==> src/rtl/bf_out_sched.sv <==
// Stage/cycle scheduler for the dual-butterfly NTT core and its output crossbar.
// Optional issue stall port enabled by defining BF_SCHED_STALL_EN.
module bf_out_sched #(
    parameter int N_LOG2 = 8,
    parameter int LAT_R2 = 10,
    parameter int LAT_R4 = 12
) (
    input  logic       clk,
    input  logic       rst,
    input  logic       start,
    input  logic       radix4,
    input  logic [3:0] num_stages,
`ifdef BF_SCHED_STALL_EN
    input  logic       stall,
`endif
    output logic       busy,
    output logic       done,
    output logic       issue,
    output logic       sel_0,
    output logic [1:0] sel_a_0,
    output logic [1:0] sel_a_1,
    output logic [1:0] sel_a_2,
    output logic [1:0] sel_a_3,
    output logic [3:0] stage_idx,
    output logic       out_valid
);

    localparam int GW = N_LOG2 - 2;
    localparam logic [GW-1:0] GRP_LAST = '1;

    localparam logic [1:0] S_IDLE  = 2'd0;
    localparam logic [1:0] S_ISSUE = 2'd1;
    localparam logic [1:0] S_DRAIN = 2'd2;
    localparam logic [1:0] S_DONE  = 2'd3;

    logic [1:0]        state_q, state_d;
    logic [GW-1:0]     grp_q, grp_d;
    logic [3:0]        drain_q, drain_d;
    logic [3:0]        stage_q, stage_d;
    logic [3:0]        nstg_q, nstg_d;
    logic              sel0_q, sel0_d;
    logic [LAT_R4-1:0] dly_q, dly_d;

    logic       stall_w;
    logic       issue_w;
    logic [3:0] lat_last;
    logic [4:0] stage_next;

`ifdef BF_SCHED_STALL_EN
    assign stall_w = stall;
`else
    assign stall_w = 1'b0;
`endif

    assign issue_w    = (state_q == S_ISSUE) && !stall_w;
    assign lat_last   = sel0_q ? 4'(LAT_R4 - 1) : 4'(LAT_R2 - 1);
    assign stage_next = {1'b0, stage_q} + 5'd1;

    always_comb begin
        state_d = state_q;
        grp_d   = grp_q;
        drain_d = drain_q;
        stage_d = stage_q;
        nstg_d  = nstg_q;
        sel0_d  = sel0_q;
        case (state_q)
            S_IDLE: begin
                if (start) begin
                    sel0_d  = radix4;
                    nstg_d  = num_stages;
                    stage_d = 4'd0;
                    grp_d   = '0;
                    drain_d = 4'd0;
                    state_d = (num_stages == 4'd0) ? S_DONE : S_ISSUE;
                end
            end
            S_ISSUE: begin
                if (!stall_w) begin
                    if (grp_q == GRP_LAST) begin
                        grp_d   = '0;
                        drain_d = 4'd0;
                        state_d = S_DRAIN;
                    end else begin
                        grp_d = grp_q + 1'b1;
                    end
                end
            end
            S_DRAIN: begin
                // Drain lasts exactly LAT cycles so the stage's last out_valid lands on its final cycle
                if (drain_q == lat_last) begin
                    drain_d = 4'd0;
                    stage_d = stage_next[3:0];
                    state_d = (stage_next == {1'b0, nstg_q}) ? S_DONE : S_ISSUE;
                end else begin
                    drain_d = drain_q + 4'd1;
                end
            end
            default: state_d = S_IDLE;
        endcase
    end

    always_comb begin
        sel_a_0 = 2'b00;
        sel_a_1 = 2'b00;
        sel_a_2 = 2'b00;
        sel_a_3 = 2'b00;
        if (issue_w) begin
            sel_a_0 = 2'b01;
            sel_a_3 = 2'b10;
            if (stage_q[0]) begin
                sel_a_1 = 2'b11;
                sel_a_2 = 2'b00;
            end else begin
                sel_a_1 = 2'b00;
                sel_a_2 = 2'b11;
            end
        end
    end

    // The delay line is sized for the longer mode and tapped per latched mode
    assign dly_d = {dly_q[LAT_R4-2:0], issue_w};

    always_ff @(posedge clk or posedge rst) begin
        if (rst) begin
            state_q <= S_IDLE;
            grp_q   <= '0;
            drain_q <= 4'd0;
            stage_q <= 4'd0;
            nstg_q  <= 4'd0;
            sel0_q  <= 1'b0;
            dly_q   <= '0;
        end else begin
            state_q <= state_d;
            grp_q   <= grp_d;
            drain_q <= drain_d;
            stage_q <= stage_d;
            nstg_q  <= nstg_d;
            sel0_q  <= sel0_d;
            dly_q   <= dly_d;
        end
    end

    assign busy      = (state_q != S_IDLE);
    assign done      = (state_q == S_DONE);
    assign issue     = issue_w;
    assign sel_0     = sel0_q;
    assign stage_idx = stage_q;
    assign out_valid = sel0_q ? dly_q[LAT_R4-1] : dly_q[LAT_R2-1];

endmodule

==> config.mk <==
export PLATFORM = sky130hd
export DESIGN_NAME = bf_out_sched
export DESIGN_NICKNAME = d
export VERILOG_FILES = /design/src/rtl/bf_out_sched.sv
export SDC_FILE = /design/constraint.sdc
export NUM_CORES = 1
export LEC_CHECK = 0
export ABC_AREA = 1
export CAP_MARGIN = 20
export CORE_MARGIN = 3
export CORE_UTILIZATION = 45
export DETAILED_ROUTE_END_ITERATION = 6
export PLACE_DENSITY_LB_ADDON = 0.05
export SLEW_MARGIN = 5
export SYNTH_ARGS = -nofsm -noshare
export SYNTH_HDL_FRONTEND = slang
export SYNTH_SLANG_ARGS = --single-unit
==> constraint.sdc <==
create_clock -name clk -period 2.1 [get_ports clk]
set_input_delay 0.42 -clock clk [delete_from_list [all_inputs] [get_ports clk]]
set_output_delay 0.42 -clock clk [all_outputs]
set_load 0.005 [all_outputs]
# Word level (Yosys, flattened, before mapping)
# Index checks and enable logic that the tools add are counted.
dict set report op_classes {
  n_addsub 3
  n_eq_ne 9
  mux 23
  reduce_logical 11
}
# cell count
set op_table {}
lappend op_table {{2-bit two-way mux} 11}
lappend op_table {{4-bit two-way mux} 4}
lappend op_table {{6-bit two-way mux} 2}
lappend op_table {{4-bit case mux with 3 select lines} 1}
lappend op_table {{6-bit case mux with 2 select lines} 1}
lappend op_table {{3-bit AND reduction} 3}
lappend op_table {{4-bit case mux with 2 select lines} 1}
lappend op_table {{6-bit by 1-bit adder with 6-bit output, second input constant} 1}
lappend op_table {{6-bit equality test, second input constant} 1}
lappend op_table {{2-bit case mux with 3 select lines} 1}
lappend op_table {{2-bit nonzero test} 3}
lappend op_table {{4-bit by 1-bit adder with 5-bit output, second input constant} 1}
lappend op_table {{5-bit by 4-bit equality test with 1-bit output} 1}
lappend op_table {{4-bit by 1-bit adder with 4-bit output, second input constant} 1}
lappend op_table {{2-bit equality test, second input constant} 2}
lappend op_table {{4-bit equality test} 1}
lappend op_table {{4-bit zero test} 1}
lappend op_table {{2-bit != test, second input constant} 2}
lappend op_table {{2-bit AND reduction} 2}
lappend op_table {{3-bit nonzero test} 1}
lappend op_table {{2-bit by 1-bit equality test with 1-bit output, second input constant} 1}
lappend op_table {{2-bit zero test} 1}
lappend op_table {{1-bit two-way mux} 2}
lappend op_table {{2-bit by 1-bit != test with 1-bit output, second input constant} 1}
dict set report word_totals {
  ff_bits 33
  out_inout_bits 17
}

# Depth between registers and ports, before layout
dict set report depth {
  word_depth 5
  depth_mapped 9
  mapped_depth_nobuf 9
}

# Worst setup path before layout
# No wires, ideal clock.
dict set report synth_timing {
  path_kind {register to output}
  from {reg state_q[1]}
  to {out sel_a_1[1]}
  arrival_ns 0.904
  t_required_ns 1.680
  setup_slack_ns 0.776
  path_stages_with_launch 5
  n_path_buf 1
  path_cell_list {dfrtp_1 inv_2 nand2_2 nor2_1 buf_4}
}
dict set report synth_via {
  elab_chain_cells 2
}
# element line_no
set synth_rtl {}
lappend synth_rtl {{start, declared} 36} ;# logic [1:0] state_q, state_d;
lappend synth_rtl {{start signal, assigned} 133} ;# state_q <= state_d;
lappend synth_rtl {{2-bit by 1-bit equality test with 1-bit output} 55} ;# assign issue_w = (state_q == S_ISSUE) && !stall_w;
lappend synth_rtl {{2-bit two-way mux} 107} ;# if (issue_w) begin
lappend synth_rtl {{end, declared} 21} ;# output logic [1:0] sel_a_1,
# No other way between the ends.

# Worst setup path after layout
dict set report layout_timing {
  from {reg state_q[1]}
  to {out sel_a_2[1]}
}
dict set report layout_via {
  elab_chain_cells 2
}
# element line_no
set layout_rtl {}
lappend layout_rtl {{2-bit by 1-bit equality test with 1-bit output} 55}
lappend layout_rtl {{2-bit two-way mux} 107}
lappend layout_rtl {{end, declared} 22} ;# output logic [1:0] sel_a_2,
# No other way between the ends.

==> results.yml <==
status:
  status: "completed"
logic_synthesis:
  ys_async_sr_fraction_pct: 100
  syn-instance-count: 182
  synth_area_leaders: "dfrtp_1 (52%), nand2_1 (11%), nand3_1 (5.1%), inv_1 (5.0%), buf_4 (2.8%)"
  synth.avg_cell_area_um2: 8.71
  synthTopCellsByCount: "nand2_1 (47), dfrtp_1 (33), inv_1 (21), nand3_1 (16), nor2_1 (12)"
  synth_seq_cells: 33
  synthFlopType: "dfrtp_1"
  synth.most_common_cell: "nand2_1"
  synth_top_area_share_pct: 52.1
  yosys.area.top_type: "dfrtp_1"
  synth_edf_count: 0
  synth_area_mm2: 0.00159
  ys_types: 30
  yosysWarnings: 0
  yosysSeqAreaShare_pct: 52.1
drt:
  firstDrtPassIters: 4
  avgRoutedWirePerCell_um: 11.9
  vias: 1223
  drc: 0
  post_drt_via_cell_ratio: 4.83
  ant_nets: 0
  wl_um: 3020
  drt_iter0_drc: 91
floorplanning:
  start_util_pct: 49.5
  die_w_um: 65.4
  core_area_mm2: 0.00320
  die_h_um: 65.4
  ios: 25
  num_rows: 20
  fp.dieArea_mm2: 0.00427
critical_path:
  r2r_start: "stage_idx[0]"
  end_kind: "output port"
  slowest_stage: "clkdlybuf4s50_1"
  slowest_delay_ns: 0.53
  rrSetupSlack_ns: 0.54
  endpoint: "sel_a_2[1]"
  worst_setup_path_start_kind: "flop"
  cp_data_required_time_ns: 1.68
  worstSetupPathType: "reg -> out"
  arrival_ns: 1.61
  reg2reg_to: "state_q[1]"
  path_cells: "inv_2, nand2_4, nor2_1, clkdlybuf4s50_1"
  crit_path_start: "state_q[1]"
  rr_worst_depth: 9
  worstPathMaxFanout: 9
clocking:
  clkTransAtPathRegs_ns: 0.11
  clockBufferDepth: 2
  clock_latency_ns: 0.33
  cts_tree: "done"
  clockRootBuffer: "clkbuf_4"
  h-tree-depth: 2
  clock_sinks: 33
  cts_made_buffers: 5
cells_and_area:
  instances_no_fill: 253
  antennaDiodeCount: 0
  drive_gt1_share_pct: 14.8
  ff_latch_area_um2: 827
  area_growth_pct: 21.7
  fin_area_mm2: 0.00193
  final_nets: 219
  fillers: 296
  multi_input_area_um2: 621
pwr:
  switchingPower_mw: 0.924
  p_comb_share_pct: 38.1
  leakage_nw: 0.953
  p_clk_share_pct: 19.4
  switching_share_pct: 37.2
  intPower_mw: 1.56
  seqPwrFrac_pct: 42.4
  irDropWorstVdd_v: 0.000626
  power_density_mw_per_mm2: 1290
timing:
  slew_viol_final: 0
  fin_crit_ns: 2.03
  fin_skew_ns: 0.0110
  hold_viol: 0
  rsz0062_at_grt: "yes"
  finalSetupViolCount: 0
  period_share_pct: 96.9
  fmax_mhz: 492
place:
  placed_area_mm2: 0.00183
  dp_cells: 244
  dp_hpwl_um: 2240
  io_buffers: 22
  gp_congestion: 0.845
hold_path:
  min_path_type: "reg -> reg"
grt:
  grt_pass1_wl_um: 5280
  gr-total-overflow: 0
  grt_max_degree: 34
  antenna_found_initial: 0
  grt.total_usage_pct: 16.0
  grt_pass1_vias: 1230
flow_run:
  drv_cap: 0
==> layout by cell type, fill, tap and decap left out, types with 2 or more instances in the layout <==
| master | count |
|---|---|
| ha_1 | 3 |
| o22ai_1 | 3 |
| o21ai_2 | 2 |
| conb_1 | 2 |
| nor2_1 | 12 |
| inv_1 | 21 |
| inv_2 | 2 |
| clkdlybuf4s50_1 | 22 |
| dfrtp_1 | 32 |
| nand2_1 | 47 |
| o21ai_0 | 5 |
| a21oi_1 | 5 |
| xor2_1 | 2 |
| nand3_1 | 16 |
| buf_4 | 4 |
| nor2_2 | 3 |
| nand4_1 | 3 |
| clkbuf_4 | 5 |
| nand2_2 | 2 |
| nand3_2 | 3 |
==> state kept, by name, summed over array words and instances, names as in the netlist <==
| signal | cells |
|---|---|
| dly_q | 12 |
| drain_q | 4 |
| grp_q | 6 |
| nstg_q | 4 |
| sel_0 | 1 |
| stage_idx | 4 |
| state_q | 2 |
==> power by group through the flow <==
stage          logic [mW]  registers, mW  clock network [mW]
2_1_floorplan       0.651           1.02                   0
3_3_place_gp        0.912           1.05                   0
3_5_place_dp        0.934           1.06                   0
4_1_cts             0.947           1.05               0.494
5_1_grt              1.08           1.08               0.526
6_report            0.947           1.05               0.482
==> critical path, delay by kind of cell, from the launching register on <==
family,cells,cell delay (ns)
buffers and inverters,2,0.64
flip-flops,1,0.42
AND/OR/NAND/NOR,2,0.24
==> repair_timing <==
| item | CTS | global route |
|---|---|---|
| hold buffers | 0 | 0 |
| endpoints found under the setup margin | 4 | 7 |
| buffers inserted | 0 | 1 |
| gates resized for setup | 1 | 1 |
| pin swaps | 0 | 0 |
==> routing by layer <==
| layer | share of wire (%) | GRT usage [%] | vias to the layer above | routed length [um] |
|---|---|---|---|---|
| met4 | 1.2 | 6.74 | 0 | 36 |
| met3 | 2.7 | 3.93 | 4 | 81 |
| li1 | - | - | 621 | - |
| met2 | 51 | 27.3 | 16 | 1550 |
| met1 | 45 | 19.2 | 582 | 1350 |
| met5 | 0 | 0 | - | 0 |
==> worst min path at each step <==
stage / depth (start not counted) / slack [ns] / end / start
floorplan: 0 / 0.33 / dly_q[11] / dly_q[10]
global placement: 0 / 0.33 / dly_q[11] / dly_q[10]
detailed placement: 0 / 0.34 / dly_q[2] / dly_q[1]
CTS: 0 / 0.36 / dly_q[2] / dly_q[1]
global route: 0 / 0.37 / dly_q[8] / dly_q[7]
finish: 0 / 0.36 / dly_q[2] / dly_q[1]
==> cell type report <==
| cell class | count | area share [%] |
|---|---|---|
| clock buffers | 5 | 1.95 |
| clock inverters | 3 | 2.40 |
| inverters | 24 | 4.80 |
| multi-input cells | 118 | 32.2 |
| flip-flops and latches | 33 | 42.9 |
| well taps | 44 | 2.85 |
| repair buffers | 26 | 13.0 |
==> through the flow <==
step | hold slack [ns] | worst slack [ns] | TNS (ns) | util [%] | power [mW]
3_5_place_dp | 0.336 | 0.331 | 0 | 57.2 | 1.99
4_1_cts | 0.362 | 0.00397 | 0 | 60.0 | 2.49
5_1_grt | 0.373 | -0.0204 | -0.0695 | 60.2 | 2.69
2_1_floorplan | 0.331 | 0.776 | 0 | - | 1.67
6_report | 0.361 | 0.0658 | 0 | 60.2 | 2.48
3_3_place_gp | 0.334 | 0.385 | 0 | 57.2 | 1.96
==> cell families (layout without fill, tap and decap cells) <==
| logic type | after synthesis | count (layout) | synth area share [%] |
|---|---|---|---|
| fa+ha+maj | 3 | 3 | 2.37 |
| other cells | 1 | 2 | 0.237 |
| buf+inv | 32 | 58 | 9.31 |
| xor+xnor | 3 | 3 | 1.66 |
| simple gates | 91 | 91 | 26.5 |
| compound gates | 19 | 19 | 7.81 |
| flops | 33 | 33 | 52.1 |
Note: power is estimated with default switching activity, not from simulation.
